**src/rtl/exec_sequencer_pkg.sv**
```systemverilog
// exec_sequencer_pkg
// Shared definitions for the execute sequencer: instruction opcodes, the
// execute-unit operation select encoding, FSM state encoding and a helper
// that maps an opcode onto the execute-unit select code.
package exec_sequencer_pkg;

    // Width of the pe_op select bus driven to the execute unit
    localparam int OP_SEL_WIDTH = 2;

    // Instruction opcodes as presented on instr_op
    typedef enum logic [2:0] {
        OP_PASS_B = 3'd0,
        OP_ADD    = 3'd1,
        OP_SUB    = 3'd2,
        OP_MUL    = 3'd3,
        OP_DOT    = 3'd4
    } op_t;

    // Execute-unit operation select codes
    localparam logic [OP_SEL_WIDTH-1:0] PE_OP_PASS_B = 2'b00;
    localparam logic [OP_SEL_WIDTH-1:0] PE_OP_ADD    = 2'b01;
    localparam logic [OP_SEL_WIDTH-1:0] PE_OP_SUB    = 2'b10;
    localparam logic [OP_SEL_WIDTH-1:0] PE_OP_MUL    = 2'b11;

    // Sequencer FSM states
    typedef enum logic [1:0] {
        ST_IDLE  = 2'd0,
        ST_ISSUE = 2'd1,
        ST_WAIT  = 2'd2,
        ST_RESP  = 2'd3
    } state_t;

    // DOT reuses the multiplier path, so it selects the MUL code.
    // Unknown opcodes fall back to the harmless pass-through.
    function automatic logic [OP_SEL_WIDTH-1:0] pe_op_of(input op_t op);
        logic [OP_SEL_WIDTH-1:0] sel;
        case (op)
            OP_PASS_B: sel = PE_OP_PASS_B;
            OP_ADD:    sel = PE_OP_ADD;
            OP_SUB:    sel = PE_OP_SUB;
            OP_MUL:    sel = PE_OP_MUL;
            OP_DOT:    sel = PE_OP_MUL;
            default:   sel = PE_OP_PASS_B;
        endcase
        return sel;
    endfunction

endpackage

```
**src/rtl/exec_sequencer.sv**
```systemverilog
// exec_sequencer
// Accepts one instruction at a time, streams its operand chunk(s) to an
// external execute unit, waits the execute-unit latency and returns the
// captured result through a valid/ready response port.
//
// Ports:
//   clk, rst                    clock, synchronous active-high reset
//   instr_valid/ready, op, len  instruction handshake, opcode, DOT chunk count
//   opnd_valid/ready, a, b      operand chunk handshake and data
//   a, b, pe_op, dot_prod_en,
//   shift                       registered drive to the execute unit
//   elem_out, dot_out           execute-unit results
//   res_valid/ready, res_data,
//   res_is_dot                  result handshake, data, DOT flag
//
// EXEC_LAT (1..7) counts cycles from the clock edge that applies operands
// to the cycle in which elem_out/dot_out are valid and are captured.
module exec_sequencer
    import exec_sequencer_pkg::*;
#(
    parameter int PE_COUNT   = 4,
    parameter int DATA_WIDTH = 8,
    parameter int MAX_CHUNKS = 16,
    parameter int EXEC_LAT   = 1,
    localparam int LEN_W     = $clog2(MAX_CHUNKS + 1)
) (
    input  logic                                  clk,
    input  logic                                  rst,
    input  logic                                  instr_valid,
    output logic                                  instr_ready,
    input  logic [2:0]                            instr_op,
    input  logic [LEN_W-1:0]                      instr_len,
    input  logic                                  opnd_valid,
    output logic                                  opnd_ready,
    input  logic [PE_COUNT-1:0][DATA_WIDTH-1:0]   opnd_a,
    input  logic [PE_COUNT-1:0][DATA_WIDTH-1:0]   opnd_b,
    output logic [PE_COUNT-1:0][DATA_WIDTH-1:0]   a,
    output logic [PE_COUNT-1:0][DATA_WIDTH-1:0]   b,
    output logic [OP_SEL_WIDTH-1:0]               pe_op,
    output logic                                  dot_prod_en,
    output logic                                  shift,
    input  logic [PE_COUNT-1:0][DATA_WIDTH-1:0]   elem_out,
    input  logic [PE_COUNT-1:0][DATA_WIDTH-1:0]   dot_out,
    output logic                                  res_valid,
    input  logic                                  res_ready,
    output logic [PE_COUNT-1:0][DATA_WIDTH-1:0]   res_data,
    output logic                                  res_is_dot
);

    typedef logic [PE_COUNT-1:0][DATA_WIDTH-1:0] vec_t;

    state_t                  state_q, state_d;
    op_t                     op_q, op_d;
    logic [LEN_W-1:0]        len_q, len_d;
    logic [LEN_W-1:0]        cnt_q, cnt_d;
    logic [2:0]              lat_q, lat_d;
    vec_t                    a_q, a_d;
    vec_t                    b_q, b_d;
    logic [OP_SEL_WIDTH-1:0] pe_op_q, pe_op_d;
    logic                    dot_en_q, dot_en_d;
    logic                    shift_q, shift_d;
    logic                    res_valid_q, res_valid_d;
    vec_t                    res_data_q, res_data_d;
    logic                    res_is_dot_q, res_is_dot_d;
    logic                    instr_ready_q, instr_ready_d;
    logic                    opnd_ready_q, opnd_ready_d;

    logic [LEN_W-1:0]        eff_len_s;
    logic [LEN_W-1:0]        cnt_inc_s;

    // Normalise the requested chunk count: zero means one, oversize clamps
    always_comb begin
        if (instr_len == {LEN_W{1'b0}}) begin
            eff_len_s = LEN_W'(1);
        end else if (instr_len > LEN_W'(MAX_CHUNKS)) begin
            eff_len_s = LEN_W'(MAX_CHUNKS);
        end else begin
            eff_len_s = instr_len;
        end
    end

    assign cnt_inc_s = cnt_q + LEN_W'(1);

    // Next-state and next-output computation for the sequencer FSM
    always_comb begin
        state_d       = state_q;
        op_d          = op_q;
        len_d         = len_q;
        cnt_d         = cnt_q;
        lat_d         = lat_q;
        a_d           = a_q;
        b_d           = b_q;
        pe_op_d       = pe_op_q;
        dot_en_d      = 1'b0;   // strobes last exactly one cycle
        shift_d       = 1'b0;
        res_valid_d   = res_valid_q;
        res_data_d    = res_data_q;
        res_is_dot_d  = res_is_dot_q;
        instr_ready_d = instr_ready_q;
        opnd_ready_d  = opnd_ready_q;

        case (state_q)
            ST_IDLE: begin
                if (instr_valid && instr_ready_q) begin
                    op_d          = op_t'(instr_op);
                    len_d         = eff_len_s;
                    cnt_d         = {LEN_W{1'b0}};
                    instr_ready_d = 1'b0;
                    opnd_ready_d  = 1'b1;
                    state_d       = ST_ISSUE;
                end else begin
                    state_d = ST_IDLE;
                end
            end
            ST_ISSUE: begin
                if (opnd_valid && opnd_ready_q) begin
                    a_d     = opnd_a;
                    b_d     = opnd_b;
                    pe_op_d = pe_op_of(op_q);
                    if (op_q == OP_DOT) begin
                        dot_en_d = 1'b1;
                        shift_d  = (cnt_q == {LEN_W{1'b0}});
                        cnt_d    = cnt_inc_s;
                        if (cnt_inc_s == len_q) begin
                            opnd_ready_d = 1'b0;
                            lat_d        = 3'd0;
                            state_d      = ST_WAIT;
                        end else begin
                            state_d = ST_ISSUE;
                        end
                    end else begin
                        opnd_ready_d = 1'b0;
                        lat_d        = 3'd0;
                        state_d      = ST_WAIT;
                    end
                end else begin
                    state_d = ST_ISSUE;
                end
            end
            ST_WAIT: begin
                // The final WAIT cycle is the one in which the execute unit's
                // output is valid, so it is captured at the end of it.
                if (lat_q == 3'(EXEC_LAT - 1)) begin
                    res_data_d   = (op_q == OP_DOT) ? dot_out : elem_out;
                    res_is_dot_d = (op_q == OP_DOT);
                    res_valid_d  = 1'b1;
                    state_d      = ST_RESP;
                end else begin
                    lat_d   = lat_q + 3'd1;
                    state_d = ST_WAIT;
                end
            end
            ST_RESP: begin
                if (res_ready && res_valid_q) begin
                    res_valid_d   = 1'b0;
                    instr_ready_d = 1'b1;
                    state_d       = ST_IDLE;
                end else begin
                    state_d = ST_RESP;
                end
            end
            default: begin
                state_d       = ST_IDLE;
                instr_ready_d = 1'b1;
                opnd_ready_d  = 1'b0;
                res_valid_d   = 1'b0;
            end
        endcase
    end

    // FSM state and registered outputs; reset discards any in-flight work
    always_ff @(posedge clk) begin
        if (rst) begin
            state_q       <= ST_IDLE;
            op_q          <= OP_PASS_B;
            len_q         <= {LEN_W{1'b0}};
            cnt_q         <= {LEN_W{1'b0}};
            lat_q         <= 3'd0;
            a_q           <= '0;
            b_q           <= '0;
            pe_op_q       <= PE_OP_PASS_B;
            dot_en_q      <= 1'b0;
            shift_q       <= 1'b0;
            res_valid_q   <= 1'b0;
            res_data_q    <= '0;
            res_is_dot_q  <= 1'b0;
            instr_ready_q <= 1'b1;
            opnd_ready_q  <= 1'b0;
        end else begin
            state_q       <= state_d;
            op_q          <= op_d;
            len_q         <= len_d;
            cnt_q         <= cnt_d;
            lat_q         <= lat_d;
            a_q           <= a_d;
            b_q           <= b_d;
            pe_op_q       <= pe_op_d;
            dot_en_q      <= dot_en_d;
            shift_q       <= shift_d;
            res_valid_q   <= res_valid_d;
            res_data_q    <= res_data_d;
            res_is_dot_q  <= res_is_dot_d;
            instr_ready_q <= instr_ready_d;
            opnd_ready_q  <= opnd_ready_d;
        end
    end

    assign instr_ready = instr_ready_q;
    assign opnd_ready  = opnd_ready_q;
    assign a           = a_q;
    assign b           = b_q;
    assign pe_op       = pe_op_q;
    assign dot_prod_en = dot_en_q;
    assign shift       = shift_q;
    assign res_valid   = res_valid_q;
    assign res_data    = res_data_q;
    assign res_is_dot  = res_is_dot_q;

endmodule

```
**config.mk**
```make
export PLATFORM = sky130hd
export DESIGN_NAME = exec_sequencer
export DESIGN_NICKNAME = d
export VERILOG_FILES = /design/src/rtl/exec_sequencer_pkg.sv /design/src/rtl/exec_sequencer.sv
export SDC_FILE = /design/constraint.sdc
export NUM_CORES = 1
export LEC_CHECK = 0
export CAP_MARGIN = 20
export CORE_ASPECT_RATIO = 0.5
export CORE_MARGIN = 2
export CORE_UTILIZATION = 55
export DETAILED_ROUTE_END_ITERATION = 10
export DONT_BUFFER_PORTS = 1
export PLACE_DENSITY = 0.7
export RECOVER_POWER = 100
export REMOVE_ABC_BUFFERS = 1
export SYNTH_ARGS = -nofsm -noshare
export SYNTH_HDL_FRONTEND = slang
export SYNTH_SLANG_ARGS = --single-unit
export TNS_END_PERCENT = 20
```
**constraint.sdc**
```tcl
create_clock -name clk -period 5.2 [get_ports clk]
set_input_delay 0.78 -clock clk [delete_from_list [all_inputs] [get_ports clk]]
set_output_delay 0.78 -clock clk [all_outputs]
set_load 0.01 [all_outputs]
```
* Word level (Yosys, flattened, before mapping) *
Index checks and enable logic that the tools add are counted.

storage, ports and cells
  flip-flop bits (word level) = 122
  bits in latches = 0
  RAM bits = 0
  memory bits (read-only) = 0
  input port bits = 141
  output and inout bits = 104
  word-level logic and storage cells = 99
  memories = 0

operators by class
  add/subtract/negate cells = 2
  $mul = 0
  div/mod/pow operators = 0
  order comparisons = 1
  eq/ne operators = 15
  shift-type cells = 0
  mux-type cells = 32
  bitwise gates (word level) = 3
  reductions and logical operators = 22

operators by type and width
  operator                                                         number
  32-bit 2-to-1 mux                                                1
  5-bit 2-to-1 mux                                                 5
  3-bit 2-to-1 mux                                                 4
  2-bit != test, second input constant                             6
  4-bit AND reduction                                              3
  1-bit 2-to-1 mux                                                 11
  5-bit zero test                                                  2
  5-bit one-hot mux with 2 select lines                            1
  2-bit 2-to-1 mux                                                 4
  2-bit one-hot mux with 4 select lines                            1
  2-bit nonzero test                                               4
  3-bit by 2-bit == test with 1-bit output, second input constant  2
  1-bit one-hot mux with 2 select lines                            3
  2-bit one-hot mux with 3 select lines                            1
  3-bit one-hot mux with 2 select lines                            1
  2-bit AND reduction                                              3
  3-bit AND reduction                                              2
  5-bit by 1-bit adder with 5-bit output, second input constant    1
  5-bit == test                                                    1
  5-bit greater-than comparator, second input constant             1
  2-bit == test, second input constant                             2
  4-bit OR reduction                                               1
  3-bit by 1-bit adder with 3-bit output, second input constant    1
  3-bit by 1-bit == test with 1-bit output, second input constant  1
  other kinds (9)                                                  13

* Depth between registers and ports, before layout *
Gate-level depths: netlist of run 1.

  word-level depth = 6
  depth in mapped cells = 8
  mapped depth without buffers = 7

* Worst setup path after synthesis of run 1 *
Ideal clock, no wire load.

  path type = input-to-reg
  start point = in rst
  end point = reg res_data_q, in the netlist res_data[15]
  library setup time = 0.147 ns
  arrival = 1.699 ns
  required time = 5.053 ns
  setup slack = 3.355 ns
  stages = 4
  path buffers = 3
  path through = clkbuf_1 -> clkbuf_1 -> clkbuf_1 -> a311oi_2

RTL lines
  what                  line                   source
  start, declared       exec_sequencer.sv:28   input logic rst,
  end signal, assigned  exec_sequencer.sv:201  res_data_q <= res_data_d;
  end, declared         exec_sequencer.sv:63   vec_t res_data_q, res_data_d;

No word-level cell between the ends.

* Worst setup path in the final report of run 1 *
  start point = reg state_q[0]
  end point = reg b_q, in the netlist b[11]

between the ends
  word-level cells in the longest chain between the ends = 2

ends and longest elaborated chain
  what                                      line                   source
  start, declared                           exec_sequencer.sv:52   state_t state_q, state_d;
  start signal, assigned                    exec_sequencer.sv:190  state_q <= state_d;
  2-bit by 1-bit == test with 1-bit output  exec_sequencer.sv:102  case (state_q)
  2-bit AND reduction (no line)             n/a
  end signal, assigned                      exec_sequencer.sv:180  b_q <= '0;
  end signal, assigned                      exec_sequencer.sv:196  b_q <= b_d;
  end, declared                             exec_sequencer.sv:58   vec_t b_q, b_d;

Every way passes these cells.
A chain may end at the register's enable or synchronous reset.

==> results of run 1 <==
-- path summary, 6_finish.rpt --
path / startpoint / endpoint
max: state_q[0] / b[11]
min reg2reg: lat_q[1] / lat_q[1]
min: rst / res_data[4]
max reg2reg: state_q[0] / b[11]
-- through the flow --
step | utilization, % | std cells | hold slack, ns | power, mW
floorplan | - | 561 | 0.465 | 1.09
global placement | 56.4 | 684 | 0.482 | 1.12
detailed placement | 56.4 | 684 | 0.487 | 1.12
CTS | 64.0 | 715 | 0.438 | 2.42
global route | 63.3 | 715 | 0.438 | 2.48
finish | 63.3 | 715 | 0.452 | 2.39
-- cell type report --
cell class | instances | share of cell area [%]
tap | 117 | 2.65
timing repair buffer | 6 | 0.678
clock inverter | 11 | 3.46
sequential | 122 | 44.1
multi-input combinational | 433 | 40.2
inverter | 6 | 0.407
clock buffer | 20 | 8.43
-- power by group --
part           switching, mW  internal, mW  total (mW)  leakage, nW
registers             0.0321         0.960       0.992        0.986
logic                 0.0615        0.0397       0.101        0.601
clock network          0.414         0.886        1.30        0.315
-- cells in the final DEF (no fill, tap or decap), drive strengths merged, types with 3 or more instances in the layout --
| master | instances |
|---|---|
| ha | 4 |
| nand2 | 199 |
| mux2i | 7 |
| o22ai | 3 |
| nor3 | 5 |
| and3 | 3 |
| buf | 4 |
| o21ai | 7 |
| nor2 | 55 |
| dfxtp | 122 |
| a21oi | 78 |
| inv | 7 |
| a311oi | 32 |
| nor2b | 5 |
| nand4 | 3 |
| clkbuf | 22 |
| clkinvlp | 3 |
| nand3 | 5 |
| bufinv | 5 |
| nor3b | 4 |
| xnor2 | 4 |
-- worst max-delay path, stage by stage, from the launching register on --
cell and delay (ns):
dfxtp_1 0.64, and4b_1 1.07, clkbuf_1 1.13, nand2_1 0.12, a21oi_1 0.19
-- state kept, by name, indices dropped and copies added (netlist names), 2 cells and up --
name / flops
a: 32
b: 32
cnt_q: 5
lat_q: 3
len_q: 5
op_q: 3
pe_op: 2
res_data: 32
state_q: 2
-- cell families (layout without fill, tap and decap cells) --
logic type,count (synthesis),count (layout)
flops,122,122
mux,7,7
fa+ha+maj,4,4
xor+xnor,6,6
buf+inv,52,43
simple gates,291,291
compound gates,125,125
-- per-layer routing --
metal  track usage, %  share of wire [%]  up-vias
li1                 -                  -     2003
met1             27.8                 41     1779
met2             38.3                 49      144
met3             9.61                8.5       12
met4             8.96                1.2        0
met5                0                  0        -
==> metrics, run 1 <==
status completed; drt total wl about 12 mm; Worst R2R Path Depth 4; CP max FO 36; vias in the first global route 3605; post_cts resized 0; Cell variety after synth 44; Final min period 3.26 ns; R2R Setup Slk 1.94 ns; type of origin of the critical path flop; DRT iter0 DRCs 211; CP arrival 3.57 ns; Wirelength per Cell roughly 16 um; most frequent cell after synthesis nand2_1; initial antenna violation count 0; DR vias about 4k; gpl congestion between 0.8 and 0.9; number of max-cap violations 0; Pwr Density ~430 mW/mm^2; Period Utilization, post-route between 60 and 70%; DIE HEIGHT 71.1 um; postcts setup bufs 0; area occupied by multi-input gates about 0.0022 mm^2; grt ovf 0; main combinational cell family by area after synthesis simple AND/OR/NAND/NOR gates; Clock Path Buffers 2; Synth top area share 49.3%; Storage cell area roughly 0.0024 mm^2; GRT Overall Usage 23.3%; Main synth FF type dfxtp_1; cell leakage power 1.90 nW; Finished Cell Area about 0.0055 mm^2; Hold Buf Count CTS 0; peak supply drop approximately 0.3 mV; Port Buffer Count 0; Die ar. 0.00983 mm^2; Area growth syn-to-layout 11.7%; Avg Cell Area, Syn 8.16 um^2; Setup-failing EPs final 0; Synth Instances 607; clock latency on the worst-skew pair around 0.40 ns; Compound-Gate Fraction of Synth Area 16.8%; mapped cell area 0.00495 mm^2; RSZ-0062 raised after global routing no; largest area contributor in the netlist dfxtp_1; Final ANT Viol Nets 0; num ports 245; htree depth 4; most frequent cells after synthesis 199 x nand2_1, 122 x dfxtp_1, 78 x a21oi_1; Fin Clk Skew 0.00994 ns; Peak Freq 307 MHz; clock sink total ~120; Setup Slack @ Placement a little under 3 ns; crit path kind reg -> reg; Final Hold Fails 0; sequential area share after synthesis 49.3%; max-slew violations 0; Adder-Cell Fraction of Synth Area ~1%; Worst-Margin Slew 1.47 ns; worst min path class in -> reg; mux share of post-synthesis cell area ~1.4%; number of buffers created by CTS 17; clock root buffer clkbuf_16; simple logic cell fraction of the synthesized area ~25%; fin nets 731; warnings from Yosys 0; Starting Density about 57%; Worst Hold Depth 1; CP Data Required Time 5.52 ns; Ant. Diodes 0; Reg clk slew, reported paths 0.06 ns; CP Capture Type flop; site row count 24; xor/xnor share of the synthesized area 1.36%; post-synthesis async set-or-reset flop share 0%; Synth area leaders dfxtp_1 49%, nand2_1 15%, a21oi_1 7.9%; largest net degree at the start of global routing 124; TritonRoute pass-1 iters 5; Seq cells post-synth 122; # fillers slightly below 800; post-detail-place hpwl between 7 and 8 mm; Post-synth EDFFs 0; global-route wire length before repair around 18 mm; DRC 0; dpl cell area 0.00493 mm^2; fraction of layout cells with a size suffix above 1 about 8.4%; Die X around 140 um; Core Area 0.00874 mm^2; final setup TNS 0 ns; CTS tree done; final worst slack 1.94 ns; Slew headroom 2.13%; post-DR vias/cell 5.51
Note: power is estimated with default switching activity, not from simulation.
==> run 2, diff against run 1 <==
--- a/config.mk
+++ b/config.mk
@@ -11,7 +11,7 @@
 export CORE_UTILIZATION = 55
 export DETAILED_ROUTE_END_ITERATION = 10
 export DONT_BUFFER_PORTS = 1
-export PLACE_DENSITY = 0.7
+export PLACE_DENSITY = 0.73
 export RECOVER_POWER = 100
 export REMOVE_ABC_BUFFERS = 1
 export SYNTH_ARGS = -nofsm -noshare
==> constraint.sdc (replaced) <==
create_clock -name clk -period 2.9 [get_ports clk]
set_input_delay 0.435 -clock clk [delete_from_list [all_inputs] [get_ports clk]]
set_output_delay 0.435 -clock clk [all_outputs]
set_load 0.01 [all_outputs]
==> run 2 against run 1 <==
- non-clock buffer count rose by 4
- largest cell class unchanged
- design area rose by 0.50%
- via count rose by 2.9%
==> metrics, run 2 (synthesis results as in run 1) <==
status completed (unchanged); clock sink total 122 (unchanged); Period Utilization, post-route 75.6% (was 62.6%); post-DR vias/cell 5.63 (was 5.51); site row count 24 (unchanged); most common cell after layout, fill and taps aside nand2_1 (unchanged); dpl cell area 0.00495 mm^2 (was 0.00493 mm^2); Area growth syn-to-layout 12.3% (was 11.7%); Wirelength per Cell 16.3 um (about the same); Worst-Margin Slew 1.02 ns (was 1.47 ns); Peak Freq 456 MHz (was 307 MHz); Storage cell area 0.00244 mm^2 (unchanged); postcts setup bufs 0 (unchanged); Reg clk slew, reported paths 0.06 ns (about the same); CP Capture Type flop (unchanged); Setup Slack @ Placement 0.809 ns (was 2.95 ns); drt total wl 11.7 mm (about the same); Die X 138 um (unchanged); CP Buf/Inv Count 1 (unchanged); Fin Clk Skew 0.00645 ns (was 0.00994 ns); post_cts resized 0 (unchanged); Starting Density 56.7% (unchanged); area occupied by multi-input gates 0.00223 mm^2 (unchanged); fin nets 735 (was 731); Final Hold Fails 0 (unchanged); DR vias 4054 (was 3938); CP arrival 2.52 ns (was 3.57 ns); Slowest cell on crit path dfxtp_1 (was clkbuf_1); Ant. Diodes 0 (unchanged); clock root buffer clkbuf_16 (unchanged); htree depth 4 (unchanged); CP max FO 38 (was 36); DRC 0 (unchanged); delay-heaviest family, CP flip-flops (was simple AND/OR/NAND/NOR gates); clock latency on the worst-skew pair 0.40 ns (about the same); num ports 245 (unchanged); grt ovf 0 (unchanged); Final ANT Viol Nets 0 (unchanged); global-route wire length before repair 18.5 mm (was 18.4 mm); Die ar. 0.00983 mm^2 (unchanged); commonest non-fill, non-tap cells in the layout 199 x nand2_1, 122 x dfxtp_1, 78 x a21oi_1 (unchanged); Clock Path Buffers 2 (unchanged); Final min period 2.19 ns (was 3.26 ns); Slew headroom 31.8% (was 2.13%); GRT Overall Usage 23.4% (was 23.3%); Crit path largest cell delay 0.62 ns (was 1.13 ns); number of max-cap violations 0 (unchanged); TritonRoute pass-1 iters 4 (was 5); Core Area 0.00874 mm^2 (unchanged); vias in the first global route 3733 (was 3605); Pwr Density 761 mW/mm^2 (was 432 mW/mm^2); # fillers 783 (was 790); gpl congestion 0.821 (was 0.883); max-slew violations 0 (unchanged); DRT iter0 DRCs 220 (was 211); DIE HEIGHT 71.1 um (unchanged); crit path kind reg -> reg (unchanged); fraction of layout cells with a size suffix above 1 9.29% (was 8.36%); initial antenna violation count 0 (unchanged); largest net degree at the start of global routing 124 (unchanged); CTS tree done (unchanged); Port Buffer Count 0 (unchanged); cell leakage power 1.94 nW (was 1.90 nW); Hold Buf Count CTS 0 (unchanged); number of buffers created by CTS 17 (unchanged); CP Data Required Time 3.22 ns (was 5.52 ns); type of origin of the critical path flop (unchanged); peak supply drop 0.516 mV (was 0.294 mV); RSZ-0062 raised after global routing no (unchanged); worst min path class in -> reg (unchanged); PnR Total Power 4.23 mW (was 2.39 mW); post-detail-place hpwl 7.81 mm (about the same); Setup-failing EPs final 0 (unchanged); final worst slack 0.706 ns (was 1.94 ns); critical-path cell list and4b_1, clkbuf_2, a21oi_1, o21ai_0, mux2i_1 (was and4b_1, clkbuf_1, nand2_1, a21oi_1); Finished Cell Area 0.00556 mm^2 (was 0.00553 mm^2)
## run 2: cell count changes in the layout (fill, tap and decap cells not counted), moves of 2 or more
cell / previous run / this run
clkbuf_2: 0 / 3
inv_6: 1 / 3
nor2_1: 52 / 50
nor2_2: 3 / 5
o21ai_0: 4 / 6
o21ai_1: 3 / 1
## run 2: path summary, 6_finish.rpt
kind                    from            to  slack (ns)  cells after the start
setup reg to reg  state_q[0]      lat_q[1]        0.71                      5
setup / recovery  state_q[0]      lat_q[1]        0.71                      5
hold / removal           rst  res_data[25]        0.10                      1
hold reg to reg        a[25]         a[25]        0.50                      2
## run 2: routing by layer
layer	vias up	wire (um)	track usage, %
li1	2015	-	-
met1	1870	4790	27.2
met4	0	268	10.7
met2	147	5710	39.4
met5	-	0	0
met3	22	936	8.40
## run 2: cell type report
type                            count  share of cell area, %
Clock buffer                       19                   8.14
Tap cell                          117                   2.63
Sequential cell                   122                   43.9
Clock inverter                     13                   3.42
Inverter                            6                  0.405
Multi-Input combinational cell    433                   40.0
Timing Repair Buffer               10                   1.44
## run 2: stage by stage
stage | utilization (%) | cells | hold slack (ns) | TNS (ns)
after floorplan | - | 561 | 0.465 | -1.72
after global placement | 56.7 | 687 | 0.481 | 0
after detailed placement | 56.7 | 687 | 0.487 | 0
after CTS | 64.1 | 719 | 0.0841 | 0
after global routing | 63.6 | 720 | 0.0820 | 0
final | 63.6 | 720 | 0.101 | 0
## run 2: power breakdown
group / leakage [nW] / switching, mW / internal [mW]
Combinational: 0.650 / 0.113 / 0.0771
Clock: 0.303 / 0.770 / 1.49
Sequential: 0.986 / 0.0584 / 1.72
Total: 1.94 / 0.941 / 3.29
